$ cat src/rtl/iter_shifter.sv
// Iterative 8-bit shifter/rotator. A request is accepted in IDLE; the work
// register is then moved one bit per cycle in SHIFT until the latched count
// is exhausted. The result is presented in DONE until the consumer takes it.
module iter_shifter (
    input  logic       clk,
    input  logic       rst,
    input  logic [7:0] in,
    input  logic [2:0] n,
    input  logic       lr,
    input  logic       rot,
    input  logic       in_valid,
    output logic       in_ready,
    output logic [7:0] out,
    output logic       out_valid,
    input  logic       out_ready,
    output logic       busy
);

    localparam logic [1:0] IDLE  = 2'd0;
    localparam logic [1:0] SHIFT = 2'd1;
    localparam logic [1:0] DONE  = 2'd2;

    logic [1:0] state_r;
    logic [1:0] state_next_s;
    logic [7:0] work_r;
    logic [2:0] count_r;
    logic       lr_r;
    logic       rot_r;
    logic [7:0] step_s;
    logic [7:0] out_r;
    logic       out_valid_r;

    // One-bit move of v: left or right, vacated bit gets zero or the wrapped bit.
    function automatic logic [7:0] step1(input logic [7:0] v,
                                         input logic       left,
                                         input logic       rotate);
        logic fill;
        if (left) begin
            fill  = rotate ? v[7] : 1'b0;
            step1 = {v[6:0], fill};
        end else begin
            fill  = rotate ? v[0] : 1'b0;
            step1 = {fill, v[7:1]};
        end
    endfunction

    // Next value of the work register for the current SHIFT cycle.
    always_comb begin
        step_s = step1(work_r, lr_r, rot_r);
    end

    // Next-state decode of the three-state controller.
    always_comb begin
        state_next_s = IDLE;
        case (state_r)
            IDLE: begin
                if (in_valid) begin
                    state_next_s = (n == 3'd0) ? DONE : SHIFT;
                end else begin
                    state_next_s = IDLE;
                end
            end
            SHIFT: begin
                if (count_r == 3'd1) begin
                    state_next_s = DONE;
                end else begin
                    state_next_s = SHIFT;
                end
            end
            DONE: begin
                if (out_ready) begin
                    state_next_s = IDLE;
                end else begin
                    state_next_s = DONE;
                end
            end
            default: begin
                state_next_s = IDLE;
            end
        endcase
    end

    // State, operand latches, work register and result register; rst wins over all.
    always_ff @(posedge clk) begin
        if (rst) begin
            state_r     <= IDLE;
            work_r      <= 8'h00;
            count_r     <= 3'd0;
            lr_r        <= 1'b0;
            rot_r       <= 1'b0;
            out_r       <= 8'h00;
            out_valid_r <= 1'b0;
        end else begin
            state_r <= state_next_s;
            case (state_r)
                IDLE: begin
                    if (in_valid) begin
                        work_r  <= in;
                        count_r <= n;
                        lr_r    <= lr;
                        rot_r   <= rot;
                        if (n == 3'd0) begin
                            out_r       <= in;
                            out_valid_r <= 1'b1;
                        end
                    end
                end
                SHIFT: begin
                    work_r  <= step_s;
                    count_r <= count_r - 3'd1;
                    if (count_r == 3'd1) begin
                        out_r       <= step_s;
                        out_valid_r <= 1'b1;
                    end
                end
                DONE: begin
                    if (out_ready) begin
                        out_valid_r <= 1'b0;
                    end
                end
                default: begin
                    out_valid_r <= 1'b0;
                end
            endcase
        end
    end

    assign out       = out_r;
    assign out_valid = out_valid_r;
    assign busy      = (state_r != IDLE);
    // Qualified by rst so no request looks acceptable while reset is applied.
    assign in_ready  = (state_r == IDLE) && !rst;

endmodule

$ cat config.mk
export PLATFORM = sky130hd
export DESIGN_NAME = iter_shifter
export DESIGN_NICKNAME = d
export VERILOG_FILES = /design/src/rtl/iter_shifter.sv
export SDC_FILE = /design/constraint.sdc
export NUM_CORES = 1
export LEC_CHECK = 0
export BUFFER_PORTS_ARGS = -buffer_cell sky130_fd_sc_hd__buf_2
export CORE_MARGIN = 5
export CORE_UTILIZATION = 51
export DETAILED_ROUTE_END_ITERATION = 8
export MAX_ROUTING_LAYER = met4
export PLACE_DENSITY = 0.74
export SETUP_SLACK_MARGIN = 0.3
export SYNTH_ARGS = -nofsm -noshare
export SYNTH_HDL_FRONTEND = slang
export SYNTH_SLANG_ARGS = --single-unit
$ cat constraint.sdc
create_clock -name clk -period 1.6 [get_ports clk]
set_clock_uncertainty 0.15 [all_clocks]
set_input_delay 0.32 -clock clk [delete_from_list [all_inputs] [get_ports clk]]
set_output_delay 0.32 -clock clk [all_outputs]
set_load 0.02 [all_outputs]
==> metrics.md, run 1 <==
| Metric | Value |
|---|---|
| Reg2Reg Depth | `6` |
| Layout Nets | `210` |
| Finished Core Util | `78.9%` |
| Gpl congestion | `0.792` |
| Setup ws final | `-86.9 ps` |
| Post-synthesis area per instance | `8.59 um2` |
| Detail Placement HPWL | `2080 um` |
| Ys async rst share | `0%` |
| Arrival @ worst endpoint | `1220 ps` |
| Drt drc | `0` |
| Final worst path period need | `1690 ps` |
| Max-slew headroom | `80.8%` |
| Setup TNS | `-179 ps` |
| Total GRT Usage | `20.8%` |
| Detailed Routing Iterations Pass 1 | `4` |
| Final Hold Viols | `0` |
| Syn Inst Count | `142` |
| Critical Path Fanout Max | `2` |
| IO Port Bufs | `27` |
| Die height | `58.9 um` |
| Starting Density | `54.1%` |
| Peak VDD IR | `0.838 mV` |
| # placed instances | `197` |
| Drt wl/cell | `15.3 um` |
| Largest net degree at the start of global routing | `24` |
| FF+latch count, synth | `24` |
| Yosys cell types | `27` |
| Mapped cell area | `1220 um2` |
| Syn_nets | `161` |
| Top-count cell post-synth | `nand2_1` |
| Post-synth EDFFs | `0` |
| Core Area | `2250 um2` |
| Area added between synthesis and finish | `45.8%` |
| RSZ-0062 raised after global routing | `yes` |
| Number of diodes | `0` |
| Total Power | `1.53 mW` |
| Worst hold stages | `3` |
| Post-DRT Antenna Nets | `0` |
| Share of the synthesized area in the top cell type | `39.4%` |
| FF+latch area | `503 um2` |
| Most frequent cells after synthesis | `nand2_1, dfxtp_1, a21oi_1` |
| Yosys top cell by area | `dfxtp_1` |
| Num CTS Buffers | `3` |
| Least-Margin Pin Slew | `280 ps` |
| Failing checks | `negative setup slack` |
| Vias | `1,232` |
| Synth area leaders | `dfxtp_1, o211ai_1, a21oi_1` |
| WP depth | `4` |
| Slowest cell on the critical path | `dfxtp_4` |
| Max stage delay on crit path | `370 ps` |
| Congestion Overflow GR | `0` |
| I/O pin total | `28` |
| Final period util | `105%` |
| Maxcap violations | `0` |
| Share of layout cells above drive strength 1 | `50.8%` |
| Post-route insts no fill | `217` |
| First-pass GRT wire length | `5390 um` |
| Power per Cell Area | `861 nW/um2` |
| Root Buffer | `clkbuf_4` |
| Buffers & Inverters on Critical Path | `2` |
| Vias per cell | `5.68` |
| CP required | `1130 ps` |
| Synth warn | `0` |
| CTS Buffer Depth | `2` |
| CP Cell Sequence | `buf_6 -> or2_4 -> nor2_4 -> buf_6` |
| CP dominant cell by count | `buf_6` |
| Status | `finished with violations` |
| Vias in the first global route | `1,197` |
| Register area share after synthesis | `39.4%` |
| Max frequency | `0.593 GHz` |
| Htree depth | `1` |
| Final Max Slew Viols | `0` |
| HP Class | `in2reg` |
| Setup Viol. Count Final | `4` |
| Overall routed net length | `3320 um` |
| Predominant post-synthesis flop cell | `dfxtp_1` |
| Top delay family on crit path | `flip-flops` |
| Die area | `3470 um2` |
| CP Launch Type | `flip-flop` |
| Detailed router's first-iteration violation count | `40` |
| CTS Hold Bufs | `0` |
| Crit end category | `output port` |
| FP Rows | `17` |
| CTS sink count | `24` |
| Initial antenna violation count | `0` |
| Clock transition at path regs | `120 ps` |
| Die X | `58.9 um` |
| Critical path type | `reg2out` |
| Fillcell total | `139` |
| Worst skew pair latency | `320 ps` |
| CTS tree | `yes` |
| Multi-input logic area | `791 um2` |
| Static Leak | `0.722 nW` |
## routing by layer
metal	global-route usage [%]	vias up	routed length, um
met5	-	-	0
met1	25.8	586	1440
li1	-	604	-
met3	6.36	2	180
met4	3.24	0	15
met2	33.8	40	1690
## power breakdown
part	internal, mW	total, mW	switching, mW
registers	0.656	0.714	0.0573
clock network	0.0884	0.263	0.174
logic	0.279	0.555	0.277
## stage by stage
step	hold slack [ps]	setup WS [ps]	cell area, um2
after CTS	89.7	-115	1680
after detailed placement	298	10.6	1420
after global routing	71.8	-156	1780
final	82.3	-86.9	1780
after floorplan	239	222	1240
after global placement	290	79.5	1420
## worst reg2reg max path, delay by kind of cell (launching register included)
family                 cells  cell delay (ps)
AOI/OAI and AO/OA          3              540
DFF                        1              370
buffers and inverters      2              250
and+or+nand+nor            1              210
## logic make-up after synthesis
logic type               share of synthesized area, %
AND/OR/NAND/NOR                                  18.5
AO/OA/AOI/OAI                                    26.9
flip-flops                                       39.4
buffers and inverters                            5.85
multiplexers                                     7.38
adder cells (fa/ha/maj)                          2.05
## path summary, 6_finish.rpt
check	from	to	slack [ps]
max	state_r[0]	in_ready	-90
max reg2reg	state_r[0]	out[7]	-30
min reg2reg	count_r[1]	count_r[1]	320
min	lr	lr_r	80
## flip-flops by register name, indices dropped and copies added (netlist names)
| register | count |
|---|---|
| out | 8 |
| work_r | 8 |
| out_valid | 1 |
| lr_r | 1 |
| rot_r | 1 |
| state_r | 2 |
| count_r | 3 |
## cell usage in the layout, fill, tap and decap left out, types with 2 or more instances in the layout
| cell | n |
|---|---|
| nand2b_1 | 4 |
| buf_2 | 18 |
| a21oi_1 | 20 |
| nor2_2 | 2 |
| dfxtp_4 | 2 |
| nand2_1 | 19 |
| clkbuf_4 | 3 |
| buf_4 | 14 |
| dfxtp_1 | 10 |
| mux2i_1 | 8 |
| nand2_2 | 3 |
| nand3_1 | 2 |
| dfxtp_2 | 12 |
| nand2_4 | 4 |
| nor2_1 | 6 |
| or2_4 | 2 |
| o211ai_1 | 17 |
| buf_6 | 20 |
## cell type report
class                           instances  area share [%]
Multi-Input combinational cell        108            44.4
Sequential cell                        24            28.3
Tap cell                               28            1.97
Clock buffer                            3            1.27
Timing Repair Buffer                   52            23.6
Inverter                                2           0.422
## repair_timing
action,in CTS,in global routing
gates resized for setup,41,32
setup buffers,11,2
endpoints found under the setup margin,31,35
gates cloned,3,1
pin swaps,31,24
Power figures use the tool's default switching activity.
==> inputs of run 2 (changes only) <==
--- a/config.mk
+++ b/config.mk
@@ -11,6 +11,7 @@
 export DETAILED_ROUTE_END_ITERATION = 8
 export MAX_ROUTING_LAYER = met4
 export PLACE_DENSITY = 0.74
+export REMOVE_ABC_BUFFERS = 1
 export SETUP_SLACK_MARGIN = 0.3
 export SYNTH_ARGS = -nofsm -noshare
 export SYNTH_HDL_FRONTEND = slang
==> run 2 against run 1 <==
Against the previous run:
- the flow still finishes with violations (negative setup slack)
- wire length increased by 12%
- global-route usage decreased by 0.59 points
- design area increased by 2.5%
- worst hold slack improved by 20 ps
- worst setup slack got worse by 24 ps
- clock-buffer cell count increased by 1
- via count increased by 5.0%
- power increased by 4.6%
- sequential power decreased by 2%
- register-to-register slack got worse by 40 ps
- critical path type unchanged
- largest cell class unchanged
==> metrics.md, run 2 (synthesis results as in run 1) <==
| Metric | Value |
|---|---|
| Status | `finished with violations` |
| Failing checks | `negative setup slack` |
| Maxcap violations | `0 (unchanged)` |
| Finished Core Util | `80.9% (+2.0 points)` |
| Arrival @ worst endpoint | `1240 ps (+20 ps)` |
| CTS sink count | `24 (unchanged)` |
| CTS Hold Bufs | `0 (unchanged)` |
| CP Cell Sequence | `buf_6 -> or2_4 -> nor2_2 -> buf_6` |
| Design area | `1820 um2 (+2.5%)` |
| Number of diodes | `0 (unchanged)` |
| Final Hold Viols | `0 (unchanged)` |
| Drt wl/cell | `16.6 um (+8.3%)` |
| P_int | `1.09 mW (+6.3%)` |
| Final period util | `107% (+1.5 points)` |
| First-pass GRT wire length | `5290 um (-1.8%)` |
| Commonest non-fill, non-tap cell in the layout | `buf_6` |
| Slowest cell on the critical path | `dfxtp_2` |
| Area added between synthesis and finish | `49.5%` |
| Total Power | `1.60 mW (+4.6%)` |
| Starting Density | `54.1% (unchanged)` |
| Die height | `58.9 um (unchanged)` |
| CTS Buffer Depth | `2 (unchanged)` |
| Total GRT Usage | `20.2% (-0.59 points)` |
| RSZ-0062 raised after global routing | `yes` |
| Vias | `1,293 (+5.0%)` |
| HP Class | `in2reg` |
| Crit end category | `output port` |
| Layout Nets | `217 (+3.3%)` |
| Power per Cell Area | `878 nW/um2 (+2.0%)` |
| Critical R2R Launch | `state_r[1]` |
| Gpl congestion | `0.825 (+4.2%)` |
| Max-slew headroom | `80.7% (about the same)` |
| Comb pwr share | `36.1% (about the same)` |
| Clk pwr share | `20.1% (+2.9 points)` |
| Max stage delay on crit path | `360 ps (about the same)` |
| Num CTS Buffers | `3 (unchanged)` |
| Die area | `3470 um2 (unchanged)` |
| Share of layout cells above drive strength 1 | `50.3% (-0.54 points)` |
| Vias per cell | `5.75 (+1.2%)` |
| Critical path type | `reg2out` |
| CP required | `1130 ps (about the same)` |
| Peak VDD IR | `0.712 mV (-15%)` |
| Drt drc | `0 (unchanged)` |
| Sw frac | `32.1% (-1.1 points)` |
| Vias in the first global route | `1,202 (+0.42%)` |
| Dpl cell area | `1450 um2 (+1.9%)` |
| Setup TNS | `-610 ps (-431 ps)` |
| Htree depth | `1 (unchanged)` |
| Overall routed net length | `3730 um (+12%)` |
| Root Buffer | `clkbuf_4` |
| Core Area | `2250 um2 (unchanged)` |
| Max frequency | `0.584 GHz (-1.4%)` |
| IO Port Bufs | `27 (unchanged)` |
| Crit path launch | `state_r[1]` |
| Congestion Overflow GR | `0 (unchanged)` |
| Largest net degree at the start of global routing | `17 (-29%)` |
| CP dominant cell by count | `buf_6` |
| Post-DRT Antenna Nets | `0 (unchanged)` |
| FP Rows | `17 (unchanged)` |
| Worst skew pair latency | `310 ps (about the same)` |
| Static Leak | `0.757 nW (+4.8%)` |
| Commonest non-fill, non-tap cells in the layout | `buf_6, nand2_1, a21oi_1` |
| CTS tree | `yes` |
| Final worst path period need | `1710 ps (+24.1 ps)` |
| Setup Viol. Count Final | `12 (+8)` |
| Initial antenna violation count | `0 (unchanged)` |
| Fillcell total | `142 (+2.2%)` |
| CP Launch Type | `flip-flop` |
| Min-delay src | `lr` |
| Detailed router's first-iteration violation count | `66 (+65%)` |
| Die X | `58.9 um (unchanged)` |
| Top delay family on crit path | `flip-flops` |
| Detailed Routing Iterations Pass 1 | `4 (unchanged)` |
| Final Max Slew Viols | `0 (unchanged)` |
| Buffers & Inverters on Critical Path | `2 (unchanged)` |
| Detail Placement HPWL | `2110 um (+1.4%)` |
| Setup ws final | `-111 ps (-24.1 ps)` |
| Critical Path Fanout Max | `2 (unchanged)` |
| Least-Margin Pin Slew | `289 ps (+8.79 ps)` |
| Clock transition at path regs | `130 ps (about the same)` |
| Flop pwr share | `43.8% (-2.8 points)` |
| I/O pin total | `28 (unchanged)` |
| Psw | `0.514 mW (+1.1%)` |
==> run 2: cell types whose count changed in the layout (fill, tap and decap cells not counted), sizes merged <==
cell,previous run,this run
a22oi,2,1
and2b,2,4
buf,52,58
clkbuf,3,4
==> run 2: what timing repair did <==
item,CTS,global route
gates cloned,2,1
endpoints found under the setup margin,29,35
pin swaps,6,13
setup buffers,8,7
gates resized for setup,13,60
==> run 2: final timing paths <==
kind	endpoint	slack [ps]	cells after the start
min reg2reg	out[4]	310	2
max reg2reg	rot_r	-70	7
min	lr_r	100	3
max	in_ready	-110	4
==> run 2: power groups by stage <==
stage	sequential [mW]	combinational, mW	clock (mW)
4_1_cts	0.690	0.451	0.322
3_5_place_dp	0.702	0.404	0
6_report	0.702	0.579	0.321
5_1_grt	0.708	0.617	0.354
2_1_floorplan	0.723	0.217	0
3_3_place_gp	0.699	0.392	0
==> run 2: routing by layer <==
layer  global-route usage [%]  routed length [um]  vias to the layer above
met1                     23.8                1560                      623
met3                     2.19                 156                        6
met2                     34.1                1970                       42
met4                     9.39                  48                        0
li1                         -                   -                      622
met5                        -                   0                        -
==> run 2: layout make-up <==
class | count | area (um2) | area share (%)
well taps | 28 | 35.0 | 1.92
multi-input cells | 109 | 753 | 41.3
inverters | 2 | 7.51 | 0.412
flip-flops and latches | 24 | 499 | 27.4
clock buffers | 4 | 36.3 | 1.99
repair buffers | 58 | 493 | 27.0
==> run 2: through the flow <==
stage	hold WS [ps]	worst slack (ps)	std cells
6_report	103	-111	225
5_1_grt	92.4	-193	225
4_1_cts	94.5	-101	217
3_5_place_dp	291	1.44	203
3_3_place_gp	286	41.4	203
2_1_floorplan	239	36.4	132
==> run 2: worst min-delay path, stage by stage <==
cell and delay [ps]:
buf_2 80, mux2i_1 60, nor2_1 80
